<file path="src/rtl/cpu_pkg.sv">
// Shared CPU types: ALU opcodes, sequencer FSM states and datapath sizes.
package cpu_pkg;

  localparam int DATA_W = 8;
  localparam int REG_AW = 2;

  typedef enum logic [2:0] {
    ADD = 3'd0,
    SUB = 3'd1,
    NOT = 3'd2,
    AND = 3'd3,
    OR  = 3'd4,
    XOR = 3'd5,
    INC = 3'd6,
    DEC = 3'd7
  } alu_op_e;

  typedef enum logic [2:0] {
    IDLE = 3'd0,
    READ = 3'd1,
    EXEC = 3'd2,
    WAIT = 3'd3,
    WB   = 3'd4
  } alu_seq_state_e;

  function automatic logic op_sets_carry(input alu_op_e op);
    return (op == ADD) || (op == SUB) || (op == INC) || (op == DEC);
  endfunction

endpackage

</file>
<file path="src/rtl/alu_seq.sv">
// Multi-cycle sequencer: one reg-to-reg ALU instruction at a time, done at accept+2+ALU_LATENCY.
// Optional macro ALU_SEQ_CMP_EN adds req_cmp (compare/test: flags and done, no write-back).
module alu_seq #(
  parameter int DATA_W      = 8,
  parameter int REG_AW      = 2,
  parameter int ALU_LATENCY = 1
) (
  input  logic              clk,
  input  logic              rst,
  input  logic              req_valid,
  output logic              req_ready,
  input  logic [2:0]        req_op,
  input  logic [REG_AW-1:0] req_rd,
  input  logic [REG_AW-1:0] req_ra,
  input  logic [REG_AW-1:0] req_rb,
  input  logic              req_use_imm,
  input  logic [DATA_W-1:0] req_imm,
`ifdef ALU_SEQ_CMP_EN
  input  logic              req_cmp,
`endif
  output logic [REG_AW-1:0] rf_raddr_a,
  output logic [REG_AW-1:0] rf_raddr_b,
  input  logic [DATA_W-1:0] rf_rdata_a,
  input  logic [DATA_W-1:0] rf_rdata_b,
  output logic              rf_we,
  output logic [REG_AW-1:0] rf_waddr,
  output logic [DATA_W-1:0] rf_wdata,
  output logic              alu_en,
  output logic [2:0]        alu_op,
  output logic [DATA_W-1:0] alu_a,
  output logic [DATA_W-1:0] alu_b,
  input  logic [DATA_W-1:0] alu_out,
  input  logic              alu_carry,
  output logic              flag_z,
  output logic              flag_c,
  output logic              done
);
  import cpu_pkg::*;

  localparam int CW = $clog2(ALU_LATENCY + 1);

  alu_seq_state_e    state_q, state_d;
  logic [CW-1:0]     cnt_q, cnt_d;
  alu_op_e           op_q;
  logic [REG_AW-1:0] rd_q, ra_q, rb_q;
  logic              use_imm_q;
  logic [DATA_W-1:0] imm_q, a_q, b_q;
  logic              flag_z_q, flag_c_q;
  logic              wb_write;
  logic              accept;

  assign accept = req_valid && req_ready;

`ifdef ALU_SEQ_CMP_EN
  logic cmp_q;
  always_ff @(posedge clk or posedge rst) begin
    if (rst)         cmp_q <= 1'b0;
    else if (accept) cmp_q <= req_cmp;
  end
  assign wb_write = !cmp_q;
`else
  assign wb_write = 1'b1;
`endif

  always_ff @(posedge clk or posedge rst) begin
    if (rst) begin
      state_q   <= IDLE;
      cnt_q     <= '0;
      op_q      <= ADD;
      rd_q      <= '0;
      ra_q      <= '0;
      rb_q      <= '0;
      use_imm_q <= 1'b0;
      imm_q     <= '0;
      a_q       <= '0;
      b_q       <= '0;
      flag_z_q  <= 1'b0;
      flag_c_q  <= 1'b0;
    end else begin
      state_q <= state_d;
      cnt_q   <= cnt_d;
      if (accept) begin
        op_q      <= alu_op_e'(req_op);
        rd_q      <= req_rd;
        ra_q      <= req_ra;
        rb_q      <= req_rb;
        use_imm_q <= req_use_imm;
        imm_q     <= req_imm;
      end
      // Operands are captured at the end of READ and held through WAIT.
      if (state_q == READ) begin
        a_q <= rf_rdata_a;
        b_q <= use_imm_q ? imm_q : rf_rdata_b;
      end
      if (state_q == WB) begin
        flag_z_q <= (alu_out == '0);
        flag_c_q <= op_sets_carry(op_q) && alu_carry;
      end
    end
  end

  always_comb begin
    state_d   = state_q;
    cnt_d     = cnt_q;
    req_ready = 1'b0;
    alu_en    = 1'b0;
    rf_we     = 1'b0;
    done      = 1'b0;
    case (state_q)
      IDLE: begin
        req_ready = 1'b1;
        if (req_valid) state_d = READ;
      end
      READ: state_d = EXEC;
      EXEC: begin
        alu_en  = 1'b1;
        cnt_d   = CW'(1);
        state_d = (ALU_LATENCY == 1) ? WB : WAIT;
      end
      WAIT: begin
        if (cnt_q >= CW'(ALU_LATENCY - 1)) state_d = WB;
        else                               cnt_d   = cnt_q + 1'b1;
      end
      WB: begin
        rf_we   = wb_write;
        done    = 1'b1;
        state_d = IDLE;
      end
      default: state_d = IDLE;
    endcase
  end

  assign rf_raddr_a = ra_q;
  assign rf_raddr_b = rb_q;
  assign rf_waddr   = rd_q;
  assign rf_wdata   = (state_q == WB) ? alu_out : '0;
  assign alu_op     = op_q;
  assign alu_a      = a_q;
  assign alu_b      = b_q;
  assign flag_z     = flag_z_q;
  assign flag_c     = flag_c_q;

endmodule

</file>
<file path="config.mk">
export PLATFORM = sky130hd
export DESIGN_NAME = alu_seq
export DESIGN_NICKNAME = d
export VERILOG_FILES = /design/src/rtl/cpu_pkg.sv /design/src/rtl/alu_seq.sv
export SDC_FILE = /design/constraint.sdc
export NUM_CORES = 1
export LEC_CHECK = 0
export ABC_AREA = 1
export CAP_MARGIN = 20
export CORE_ASPECT_RATIO = 0.9
export CORE_MARGIN = 4
export CORE_UTILIZATION = 30
export CTS_CLUSTER_SIZE = 8
export DETAILED_ROUTE_END_ITERATION = 12
export PLACE_DENSITY = 0.69
export RECOVER_POWER = 100
export SYNTH_ARGS = -nofsm -noshare
export SYNTH_HDL_FRONTEND = slang
export SYNTH_SLANG_ARGS = --single-unit
export TNS_END_PERCENT = 30
</file>
<file path="constraint.sdc">
create_clock -name clk -period 2.5 [get_ports clk]
set_input_delay 0.375 -clock clk [delete_from_list [all_inputs] [get_ports clk]]
set_output_delay 0.375 -clock clk [all_outputs]
set_load 0.01 [all_outputs]
</file>
==> metrics.txt <==
outcome=finished, final reports clean; cell count after placement=365; fmax=440.8 MHz; Die Y-Extent=79.84 um; WL/cell=11.54 um; dpl cell area=0.002610 mm2; vias in the first global route=1,537; synth warn=0; number of flops mapped to enable cells by yosys=0; Critical Path End Type=output port; Rows=25; min-delay worst type=register to register; FF+latch count, synth=39; Iteration-0 DRC Markers=59; minimum clock period=2.269 ns; top-count cell post-synth=nand2_1; GPL Wtd Cong=0.7736; CTS tree=built; worst vdd ir=0.0004817 V; first-pass GRT wire length=6.996 mm; largest net degree at the start of global routing=20; area leader, netlist=dfrtp_1; Yosys cell types=18; later-pin clock latency in the skew report=0.28 ns; nature of the critical path startpoint=register; Mapped Nets=265; width of the die=87.83 um; I/O pins=85; Num Clock Sinks=39; reg2reg path depth=5; CTS root buf=clkbuf_8; die area=0.007012 mm2; Avg Synthesized Cell Area=7.856 um2; crit-path max FO=10; Mapped Area=0.001720 mm2; Most used DFF post-synth=dfrtp_1; via count=1,537; area grow syn2layout=56.58%; initial antenna violation count=0; CTS Buffer Depth=2; GRT Resource Usage Total=13.07%; Finished Layout Cells=373; gr ovfl total=0; Crit path arrival time=1.89 ns; setup TNS=0 ns; ys async rst share=100.0%; Finished Cell Area=0.002694 mm2; cell family with most CP delay=buffers and inverters; nets@finish=351; power density over the cells=1039 mW/mm2; synth cell count leaders=nand2_1 (119), dfrtp_1 (39), inv_1 (21); Slew headroom=53.14%; synth top area cells=dfrtp_1 (57%), nand2_1 (26%), inv_1 (4.6%); clock-pin slew on the worst setup and hold paths=0.07 ns; I/O Buffers=84; CP cell instances=inv_1 -> nand2_1 -> nor2_2 -> inv_2 -> nor2_1 -> dlygate4sd3_1; WP data required=2.12 ns; H-tree depth=2; Hold Vio Cnt, Final=0; hpwl dp=3.292 mm; DP Worst Slack=0.4314 ns; Post-Syn Instances=219; CP Depth=6; share of the synthesized area in the top cell type=56.73%; worst path bufs/invs=3; Hold Path Depth=2; Total Wirelength=4.304 mm; Finish-stage setup viols=0; clock skew=0.004144 ns; first drt pass iteration count=4; fraction of layout cells with a size suffix above 1=3.922%; Hold Buf Count CTS=0; Worst Slack Setup Final=0.2313 ns; Antenna Cells=0; Final ANT Viol Nets=0; post_cts resized=0; DRC viols=0; Leak=0.001423 uW; FILL cells=552; # Post-CTS Setup Buffers=0; CP max-delay cell=dlygate4sd3_1; Placeable Area=0.005411 mm2; fin crit share=90.75%; Vias/cell=4.121; Final Power=2798 uW; effective utilization at floorplan=31.79%; register area share after synthesis=56.73%; Least-Margin Pin Slew=0.7030 ns; Max-Cap Viols=0; CP Class=register to output port; slowest cell delay on critical path=0.61 ns; RSZ-0062 raised after global routing=false; clock buffer count from CTS=5; Final Max Tran Viols=0
[sequential cells by signal (all words and copies together), names as in the netlist]
signal	flops
rf_waddr	2
rf_raddr_a	2
use_imm_q	1
rf_raddr_b	2
alu_b	8
alu_op	3
imm_q	8
state_q	3
flag_c	1
flag_z	1
alu_a	8
[layer usage]
metal / part of all wire [%] / routed length [um] / up-vias / GRT usage [%]
li1: - / - / 817 / -
met1: 46 / 1977 / 661 / 15.98
met2: 45 / 1916 / 53 / 20.18
met3: 8.1 / 347 / 6 / 5.882
met4: 1.4 / 62 / 0 / 4.755
met5: 0 / 0 / - / 0
[cells by family (layout without fill, tap and decap cells)]
family,Yosys count,count (layout),synth area share [%]
compound gates,9,9,2.763
buf+inv,31,118,8.292
flops,39,39,56.73
simple gates,140,140,32.22
[worst register-to-register path, delay by kind of cell (launching register included)]
family	cells	cell delay, ns
buffers and inverters	1	0.54
and+or+nand+nor	4	0.91
DFF	1	0.41
[final timing paths]
path | start | endpoint | slack [ns]
max | state_q[0]$_DFFE_PP0P_ | rf_wdata[4] | 0.23
min | alu_b[6]$_DFFE_PP0N_ | alu_b[6]$_DFFE_PP0N_ | 0.47
max reg2reg | state_q[2]$_DFFE_PP0P_ | alu_a[2]$_DFFE_PP0N_ | 0.59
min reg2reg | alu_b[6]$_DFFE_PP0N_ | alu_b[6]$_DFFE_PP0N_ | 0.47
max in group asynchronous | rst | alu_a[4]$_DFFE_PP0N_ | 1.04
min in group asynchronous | rst | rf_raddr_a[0]$_DFFE_PP0P_ | 0.51
[layout make-up]
class	instances	area [um2]	area share [%]
Tap cell	67	83.83	3.112
Timing Repair Buffer	86	848.3	31.49
Inverter	24	91.34	3.391
Clock buffer	8	100.1	3.716
Sequential cell	39	975.9	36.23
Multi-Input combinational cell	149	594.3	22.06
[cell usage in the layout, fill, tap and decap left out]
master,instances
nor2_1,15
clkbuf_8,7
nor3_1,1
nand3_1,1
inv_2,1
clkbuf_1,3
dfrtp_1,39
or2_2,1
clkdlybuf4s50_1,44
dlygate4sd3_1,40
a21boi_0,1
clkinv_1,1
nor2_2,1
o21ai_1,1
o21ai_0,7
nand3_4,1
inv_1,21
nand2_1,120
clkinvlp_2,1
[per-stage QoR]
stage	hold slack, ns	utilization, %
floorplan	0.4487	-
finish	0.4720	49.78
global route	0.4942	49.78
detailed placement	0.4641	48.23
CTS	0.3882	50.08
global placement	0.4612	48.23
[report_power, final]
| group | leakage (uW) | switching (uW) | total [uW] | internal (uW) |
|---|---|---|---|---|
| logic | 0.000883 | 650 | 1240 | 589 |
| clock network | 0.0000515 | 198 | 450 | 251 |
| registers | 0.000488 | 183 | 1110 | 926 |
(Power assumes the default switching activity.)
